==> src/rtl/pipeline_decode.sv <==
// pipeline_decode: RV32I decode stage.
// IF/ID capture, combinational decode, 32-entry register file, load-use
// hazard detection and the ID/EX register feeding EX.
// Optional feature macro: REGFILE_BYPASS_EN. When defined, a register read
// whose index matches the same-cycle WB write returns the WB data.
module pipeline_decode #(
    parameter int unsigned XLEN  = 32,
    parameter int unsigned NREGS = 32
) (
    input  logic            clk_i,
    input  logic            reset_ni,
    input  logic [31:0]     instruction_i,
    input  logic [31:0]     pc_i,
    input  logic [31:0]     pcsrc_i,
    input  logic            valid_i,
    input  logic            flush_i,
    input  logic            wb_en_i,
    input  logic [4:0]      wb_rd_i,
    input  logic [XLEN-1:0] wb_data_i,
    output logic            stall_o,
    output logic            valid_o,
    output logic [31:0]     pc_o,
    output logic [31:0]     pcsrc_o,
    output logic [XLEN-1:0] rs1_data_o,
    output logic [XLEN-1:0] rs2_data_o,
    output logic [31:0]     imm_o,
    output logic [4:0]      rs1_o,
    output logic [4:0]      rs2_o,
    output logic [4:0]      rd_o,
    output logic [2:0]      funct3_o,
    output logic            funct7b5_o,
    output logic            reg_write_o,
    output logic            mem_read_o,
    output logic            mem_write_o,
    output logic            branch_o,
    output logic            jump_o,
    output logic            alu_src_o,
    output logic            illegal_o
);

    typedef enum logic [6:0] {
        OP_LUI    = 7'b0110111,
        OP_AUIPC  = 7'b0010111,
        OP_JAL    = 7'b1101111,
        OP_JALR   = 7'b1100111,
        OP_BRANCH = 7'b1100011,
        OP_LOAD   = 7'b0000011,
        OP_STORE  = 7'b0100011,
        OP_IMM    = 7'b0010011,
        OP_REG    = 7'b0110011
    } opcode_e;

    logic [31:0]     ifid_instr;
    logic [31:0]     ifid_pc;
    logic [31:0]     ifid_pcsrc;
    logic            ifid_valid;

    logic [XLEN-1:0] regs [NREGS];

    opcode_e         opcode;
    logic [4:0]      rs1;
    logic [4:0]      rs2;
    logic [4:0]      rd;
    logic [31:0]     imm;
    logic            reg_write;
    logic            mem_read;
    logic            mem_write;
    logic            branch;
    logic            jump;
    logic            alu_src;
    logic            illegal;
    logic            use_rs1;
    logic            use_rs2;
    logic [XLEN-1:0] rs1_val;
    logic [XLEN-1:0] rs2_val;
    logic            stall;
    logic            bubble;

    assign rs1     = ifid_instr[19:15];
    assign rs2     = ifid_instr[24:20];
    assign stall_o = stall;
    assign bubble  = flush_i || stall || !ifid_valid;

    // IF/ID register: flush kills the entry, stall holds it, otherwise load from fetch
    always_ff @(posedge clk_i) begin
        if (!reset_ni) begin
            ifid_instr <= '0;
            ifid_pc    <= '0;
            ifid_pcsrc <= '0;
            ifid_valid <= 1'b0;
        end else if (flush_i) begin
            ifid_valid <= 1'b0;
        end else if (!stall) begin
            ifid_instr <= instruction_i;
            ifid_pc    <= pc_i;
            ifid_pcsrc <= pcsrc_i;
            ifid_valid <= valid_i;
        end
    end

    // Register file write port; x0 is never written
    always_ff @(posedge clk_i) begin
        if (!reset_ni) begin
            for (int unsigned i = 0; i < NREGS; i++) begin
                regs[i] <= '0;
            end
        end else if (wb_en_i && (wb_rd_i != 5'd0)) begin
            regs[wb_rd_i] <= wb_data_i;
        end
    end

    // Register file read ports with x0 forced to zero and optional WB bypass
    always_comb begin
        rs1_val = (rs1 == 5'd0) ? '0 : regs[rs1];
        rs2_val = (rs2 == 5'd0) ? '0 : regs[rs2];
`ifdef REGFILE_BYPASS_EN
        if (wb_en_i && (wb_rd_i != 5'd0) && (wb_rd_i == rs1)) rs1_val = wb_data_i;
        if (wb_en_i && (wb_rd_i != 5'd0) && (wb_rd_i == rs2)) rs2_val = wb_data_i;
`endif
    end

    // Instruction decode: control bits, immediate and source usage from the IF/ID opcode
    always_comb begin
        opcode    = opcode_e'(ifid_instr[6:0]);
        rd        = ifid_instr[11:7];
        imm       = '0;
        reg_write = 1'b0;
        mem_read  = 1'b0;
        mem_write = 1'b0;
        branch    = 1'b0;
        jump      = 1'b0;
        alu_src   = 1'b0;
        illegal   = 1'b0;
        use_rs1   = 1'b1;
        use_rs2   = 1'b0;
        case (opcode)
            OP_LUI, OP_AUIPC: begin
                imm       = {ifid_instr[31:12], 12'b0};
                reg_write = 1'b1;
                alu_src   = 1'b1;
                use_rs1   = 1'b0;
            end
            OP_JAL: begin
                imm       = {{11{ifid_instr[31]}}, ifid_instr[31], ifid_instr[19:12],
                             ifid_instr[20], ifid_instr[30:21], 1'b0};
                reg_write = 1'b1;
                jump      = 1'b1;
                use_rs1   = 1'b0;
            end
            OP_JALR: begin
                imm       = {{20{ifid_instr[31]}}, ifid_instr[31:20]};
                reg_write = 1'b1;
                jump      = 1'b1;
                alu_src   = 1'b1;
            end
            OP_BRANCH: begin
                imm       = {{19{ifid_instr[31]}}, ifid_instr[31], ifid_instr[7],
                             ifid_instr[30:25], ifid_instr[11:8], 1'b0};
                rd        = 5'd0;
                branch    = 1'b1;
                use_rs2   = 1'b1;
            end
            OP_LOAD: begin
                imm       = {{20{ifid_instr[31]}}, ifid_instr[31:20]};
                reg_write = 1'b1;
                mem_read  = 1'b1;
                alu_src   = 1'b1;
            end
            OP_STORE: begin
                imm       = {{20{ifid_instr[31]}}, ifid_instr[31:25], ifid_instr[11:7]};
                rd        = 5'd0;
                mem_write = 1'b1;
                alu_src   = 1'b1;
                use_rs2   = 1'b1;
            end
            OP_IMM: begin
                imm       = {{20{ifid_instr[31]}}, ifid_instr[31:20]};
                reg_write = 1'b1;
                alu_src   = 1'b1;
            end
            OP_REG: begin
                reg_write = 1'b1;
                use_rs2   = 1'b1;
            end
            default: begin
                illegal   = 1'b1;
            end
        endcase
        if (rd == 5'd0) reg_write = 1'b0;
    end

    // Load-use hazard: a load in ID/EX targets a register the IF/ID instruction reads
    always_comb begin
        stall = ifid_valid && valid_o && mem_read_o && (rd_o != 5'd0) &&
                ((use_rs1 && (rs1 == rd_o)) || (use_rs2 && (rs2 == rd_o)));
    end

    // ID/EX register: decoded entry on a normal cycle, all-zero bubble otherwise
    always_ff @(posedge clk_i) begin
        if (!reset_ni || bubble) begin
            valid_o     <= 1'b0;
            pc_o        <= '0;
            pcsrc_o     <= '0;
            rs1_data_o  <= '0;
            rs2_data_o  <= '0;
            imm_o       <= '0;
            rs1_o       <= '0;
            rs2_o       <= '0;
            rd_o        <= '0;
            funct3_o    <= '0;
            funct7b5_o  <= 1'b0;
            reg_write_o <= 1'b0;
            mem_read_o  <= 1'b0;
            mem_write_o <= 1'b0;
            branch_o    <= 1'b0;
            jump_o      <= 1'b0;
            alu_src_o   <= 1'b0;
            illegal_o   <= 1'b0;
        end else begin
            valid_o     <= 1'b1;
            pc_o        <= ifid_pc;
            pcsrc_o     <= ifid_pcsrc;
            rs1_data_o  <= rs1_val;
            rs2_data_o  <= rs2_val;
            imm_o       <= imm;
            rs1_o       <= rs1;
            rs2_o       <= rs2;
            rd_o        <= rd;
            funct3_o    <= ifid_instr[14:12];
            funct7b5_o  <= ifid_instr[30];
            reg_write_o <= reg_write;
            mem_read_o  <= mem_read;
            mem_write_o <= mem_write;
            branch_o    <= branch;
            jump_o      <= jump;
            alu_src_o   <= alu_src;
            illegal_o   <= illegal;
        end
    end

endmodule
==> config.mk <==
export PLATFORM = sky130hd
export DESIGN_NAME = pipeline_decode
export DESIGN_NICKNAME = d
export VERILOG_FILES = /design/src/rtl/pipeline_decode.sv
export SDC_FILE = /design/constraint.sdc
export NUM_CORES = 2
export LEC_CHECK = 0
export ABC_CLOCK_PERIOD_IN_PS = 5200
export BUFFER_PORTS_ARGS = -buffer_cell sky130_fd_sc_hd__buf_2
export CAP_MARGIN = 20
export CORE_MARGIN = 1
export CORE_UTILIZATION = 41
export CTS_BUF_LIST = sky130_fd_sc_hd__clkbuf_2
export DETAILED_ROUTE_END_ITERATION = 10
export SKIP_LAST_GASP = 1
export SYNTH_ARGS = -nofsm -noshare
export SYNTH_HDL_FRONTEND = slang
export SYNTH_SLANG_ARGS = --single-unit
==> constraint.sdc <==
create_clock -name clk_i -period 5.2 [get_ports clk_i]
set_input_delay 0.26 -clock clk_i [delete_from_list [all_inputs] [get_ports clk_i]]
set_output_delay 0.26 -clock clk_i [all_outputs]
set_load 0.02 [all_outputs]
# --- Word level (Yosys, flattened, before mapping) ---
# Memory sizes are Yosys's and may differ from the RTL's. A register that Yosys moved wholly into a read port is not among the register bits.
# Cells that the tools add are included.
word_totals:
  reg_bits: 220
  inputBits: 138
  ramBits: 1024
  memories: 1
classes:
  reduce_logical: 33
  eq_ne: 11
  mux: 19
  n_bitwise: 3
mem_list:
  columns: ["memory", "depth", "width", "rd", "rd_ports_with_merged_regs", "write_ports", "line", "text"]
  rows:
  - ["regs", 32, 32, 2, 2, 32, "58", "logic [XLEN-1:0] regs [NREGS];"]
op_table:
  columns: ["op", "n"]
  rows:
  - ["$pmux W32 S5", 1]
  - ["$mux W32", 1]
  - ["$reduce_or A32 Y1", 1]
  - ["$eq A7 B6 Y1 const B", 3]
  - ["$eq A7 B7 Y1 const B", 3]
  - ["$logic_not A5 Y1", 3]
  - ["$mux W1", 15]
  - ["$eq A7 B5 Y1 const B", 2]
  - ["$reduce_or A2 Y1", 7]
  - ["$eq A5 B5 Y1", 2]
  - ["$mux W5", 2]
  - ["$reduce_bool A5 Y1", 2]
  - ["$reduce_or A3 Y1", 3]
  - ["$reduce_or A9 Y1", 1]
  - ["$eq A7 B2 Y1 const B", 1]
  - ["$logic_and A1 B1 Y1", 7]
  - ["$reduce_or A7 Y1", 1]
  - ["$reduce_or A6 Y1", 1]
  - ["$logic_or A1 B1 Y1", 4]
  - ["$not A1 Y1", 3]
  - ["$logic_not A1 Y1", 2]
  - ["$reduce_and A2 Y1", 1]

# --- Depth between registers and ports, before layout ---
logic_depth:
  word_depth: 10
  ltp_mapped: 9
  mapped_depth_nobuf: 6

# --- Worst setup path after synthesis ---
# Ideal clock, no wire load.
synth_path:
  path_type: "in2reg"
  start: "in wb_rd_i[1]"
  end: "mem regs[29][0] (enable)"
  cell_stages: 6
  required_time_ps: 4734
  setup_slack_ps: 1250
  arrival_time_ps: 3484
  path_cell_list: "clkbuf_1 > nand2b_1 > clkbuf_1 > or2_2 > clkbuf_1 > o21ai_0"
synth_rtl:
  columns: ["item", "line", "text"]
  rows:
  - ["start: declaration", "18", "input logic [4:0] wb_rd_i,"]
  - ["end: declaration", "58", null]

# --- Final worst setup path ---
layout_path:
  start: "reg ifid_instr[23]"
  end: "out stall_o"
layout_via:
  elab_chain_cells: 4
layout_rtl:
  columns: ["item", "line", "text"]
  rows:
  - ["start: declaration", "53", "logic [31:0] ifid_instr;"]
  - ["start signal: assignment", "94", "ifid_instr <= instruction_i;"]
  - ["$eq A5 B5 Y1", "195", "((use_rs1 && (rs1 == rd_o)) || (use_rs2 && (rs2 == rd_o)));"]
  - ["$logic_and A1 B1 Y1", "195", null]
  - ["$logic_or A1 B1 Y1", "195", null]
  - ["$logic_and A1 B1 Y1", "194", "stall = ifid_valid && valid_o && mem_read_o && (rd_o != 5'd0) &&"]
  - ["end: declaration", "20", "output logic stall_o,"]
# No other way between the ends.

==> impl_results.md <==
* Clk_lat worst skew at 1.81 ns
* Cell breakdown of the critical path: xnor2_1 -> nand4_1 -> or4_1 -> nand2_1 -> buf_2
* TritonCTS clock tree: yes
* EDFF count, synth at slightly above 1k
* First-pass GRT wire length at between 300 and 400 mm
* Cell Rows at 143
* Hold Path Cell Cnt at 5
* Core area at 0.1524 mm²
* Share of cells above drive strength 1 at 33.03%
* Pleak at roughly 27 nW
* Commonest register cell after synthesis: edfxtp_1
* Initial antenna violation count at 20
* Total chip power at between 20 and 25 mW
* RSZ-0062 raised after global routing: no
* Cell Area, Synth at 0.06318 mm²
* Startpoint Class: flip-flop
* Nets at roughly 5.1k
* Max Clk Rate at between 200 and 250 MHz
* Worst Hold Class: in -> reg
* FILL cells at 12.88k
* Post-synthesis instance total at between 4k and 5k
* HP Start: flush_i
* P per Cell Area at about 300 mW/mm²
* Sequential fraction of the synthesis area at roughly 58%
* Average size of a mapped cell at ~16 µm²
* Pins over their slew limit at 0
* CP Class: reg -> out
* Die width at 394.6 µm
* Routed len/inst at about 31 µm
* CTS Buf Count at 360
* PortBufs at 325
* Async set-or-reset flop fraction in the synthesized netlist at 0%
* Max transition margin at between 10% and 20%
* DRT Wirelength at roughly 220 mm
* Critical Path Fanout Max at 33
* Max Cap Viol at 0
* Yosys reg bits at roughly 1.3k
* Largest net degree at the start of global routing at roughly 130
* Dominant cells by area after synthesis: edfxtp_1 (49%), mux4_2 (23%), and2_1 (11%)
* Total number of vias at about 42k
* Data required time of the worst path at between 4 and 5 ns
* Die Y at approximately 390 µm
* Library cells used by synthesis at 44
* FF-to-FF Start: ifid_instr[23]$_SDFFE_PN0P_
* Clk sinks at ~1.3k
* First drt pass iteration count at 6
* Gpl congestion at between 0.8 and 0.9
* Crit end category: output pin
* Slowest CP cell: dfxtp_4
* Reg clk slew, reported paths at approximately 0.10 ns
* Worst EP arrival at 3.77 ns
* Clock root buffer: clkbuf_2
* Post-CTS Setup Bufs at 0
* Reg2reg end: ifid_pcsrc[25]$_SDFFE_PN0P_
* CTS Buffer Depth at 4
* Starting Density at 41.45%
* VDD IR-drop max at ~0.19 mV
* Yosys top cell by area: edfxtp_1
* Number of buffers added to fix hold violations after cts at ~480
* Final Instance Area at around 0.076 mm²
* Setup ws final at ~1.2 ns
* Synth top area share at between 40% and 50%
* Final period util at around 77%
* Final Hold Vio Count at 0
* First-iteration detailed-routing DRC count at 5144
* Synth warn at 0
* Grt ovf at 0
* Final Skew at 0.2747 ns
* Setup TNS at 0 ns
* Status: finished clean
* Post_cts resized at 0
* Place WS at around 1.9 ns
* Reg2Reg Depth at 8
* Measured slew at the worst slew-check pin at about 1.2 ns
* Overall Global Routing Usage at between 20% and 30%
* Placed cell area at between 0.06 and 0.07 mm²
* Via/cell ratio at 5.821
* Fin util at slightly below 50%
* Detail Route Antenna Nets at 0
* Count of final setup violators at 0
* HPWL after DPL at ~120 mm
* Crit-path max cell delay at around 0.83 ns
* Area growth from synthesis to layout at 19.56%
* R2R setup slack at 1.72 ns
* Vias in the first global route at 43.16k
* WHS Endpoint: ifid_instr[19]$_SDFFE_PN0P_
* Tmin final at ~4.0 ns
* Ports at ~330
* H-tree levels at 5
* Drt drc at 0
* Die area at 0.1557 mm²
## flip-flops by register name (all words and copies together) (netlist names), 3 cells and up
name,count
funct3_o,3
rd_o,5
ifid_instr,32
pcsrc_o,32
regs,1024
rs2_o,5
rs1_data_o,32
rs1_o,5
ifid_pcsrc,32
rs2_data_o,32
ifid_pc,32
imm_o,32
pc_o,32
## cells by family (layout without fill, tap and decap cells)
| kind of cell | count (synthesis) | after routing | share of synthesized area (%) |
|---|---|---|---|
| XOR/XNOR | 10 | 10 | 0.1386 |
| other | 1 | 50 | 0.005935 |
| flip-flops | 1308 | 1308 | 57.67 |
| AND/OR/NAND/NOR | 1468 | 1468 | 13.48 |
| multiplexers | 800 | 800 | 25.35 |
| buffers and inverters | 419 | 1562 | 2.776 |
| AO/OA/AOI/OAI | 64 | 64 | 0.5862 |
## worst max-delay path: cells and delay by family, from the launching register on
family	cells	cell delay [ns]
xor+xnor	1	0.19
buf+inv	1	0.21
flops	1	0.83
simple gates	3	0.78
## cell type report
class	instances	area, µm²	share of cell area, %
Clock inverter	104	486.7	0.6443
Tap cell	2030	2540	3.362
Clock buffer	532	2663	3.525
Multi-Input combinational cell	2374	25660	33.97
Sequential cell	1308	36470	48.28
Timing Repair Buffer	924	7659	10.14
Inverter	2	12.51	0.01656
Antenna cell	18	45.04	0.05963
## cells in the mapped netlist (4+ instances only)
cell	number
xor2_1	5
a21oi_1	15
nand2b_1	10
a22oi_1	5
buf_4	14
buf_2	51
o21ai_0	30
nor2_1	47
buf_1	27
or3_1	5
nor3_2	8
clkbuf_1	317
edfxtp_1	1024
and2_1	1071
and3_1	13
nand4b_1	4
a21o_1	9
or2_2	4
nand2_1	213
xnor2_1	5
dfxtp_1	284
mux4_2	640
or4_1	6
nand3_1	7
mux2i_1	160
nor3_1	67
buf_6	8
## metal layers
layer	up-vias	GRT usage, %	wire, µm
met4	2	9.877	7539
met3	498	7.403	24820
met5	-	0	13
li1	17360	-	-
met1	21810	38.43	87030
met2	2775	45.13	104400
## report_power, final
| group | total (mW) | internal, mW | leakage, nW | switching (mW) |
|---|---|---|---|---|
| combinational | 2.96 | 1.44 | 12.8 | 1.52 |
| clock | 7.40 | 2.87 | 2.45 | 4.53 |
| sequential | 12.1 | 11.7 | 12.1 | 0.328 |
## metrics by stage
step	instances	hold slack (ns)
2_1_floorplan	4101	0.3841
3_3_place_gp	6158	0.4386
3_5_place_dp	6158	0.4393
4_1_cts	7270	0.02285
5_1_grt	7283	-0.009248
6_report	7292	0.1308
## cells in the final DEF, fill, tap and decap left out, types with 5 or more instances in the layout
| cell type | n |
|---|---|
| clkinv_2 | 10 |
| buf_4 | 97 |
| nor3_2 | 13 |
| conb_1 | 32 |
| nand2b_1 | 5 |
| a21o_1 | 9 |
| buf_12 | 24 |
| nand2_1 | 213 |
| diode_2 | 18 |
| or4_1 | 6 |
| a22oi_1 | 5 |
| nor3_1 | 62 |
| and3_1 | 13 |
| edfxtp_1 | 1024 |
| clkinv_1 | 86 |
| inv_2 | 5 |
| nor2_1 | 18 |
| nand2b_2 | 5 |
| nor2_4 | 29 |
| and2_1 | 1071 |
| mux4_2 | 640 |
| dfxtp_4 | 10 |
| xor2_1 | 5 |
| clkbuf_2 | 532 |
| mux2i_1 | 160 |
| buf_2 | 324 |
| a21oi_1 | 15 |
| nand3_1 | 7 |
| o21ai_4 | 26 |
| dlygate4sd3_1 | 474 |
| dfxtp_1 | 274 |
| xnor2_1 | 5 |
## worst max-delay path by stage
stage,cells past startpoint,endpoint,startpoint
after detailed placement,6,rs2_data_o[25]$_SDFF_PP0_,ifid_instr[23]$_SDFFE_PN0P_
after global routing,5,stall_o,ifid_instr[23]$_SDFFE_PN0P_
after global placement,6,ifid_pcsrc[5]$_SDFFE_PN0P_,ifid_instr[15]$_SDFFE_PN0P_
after floorplan,6,regs[29][0]$_SDFFCE_PN0P_,wb_rd_i[1]
final,5,stall_o,ifid_instr[23]$_SDFFE_PN0P_
after CTS,5,stall_o,ifid_instr[23]$_SDFFE_PN0P_
No activity file was read; power rests on OpenSTA's default activity.
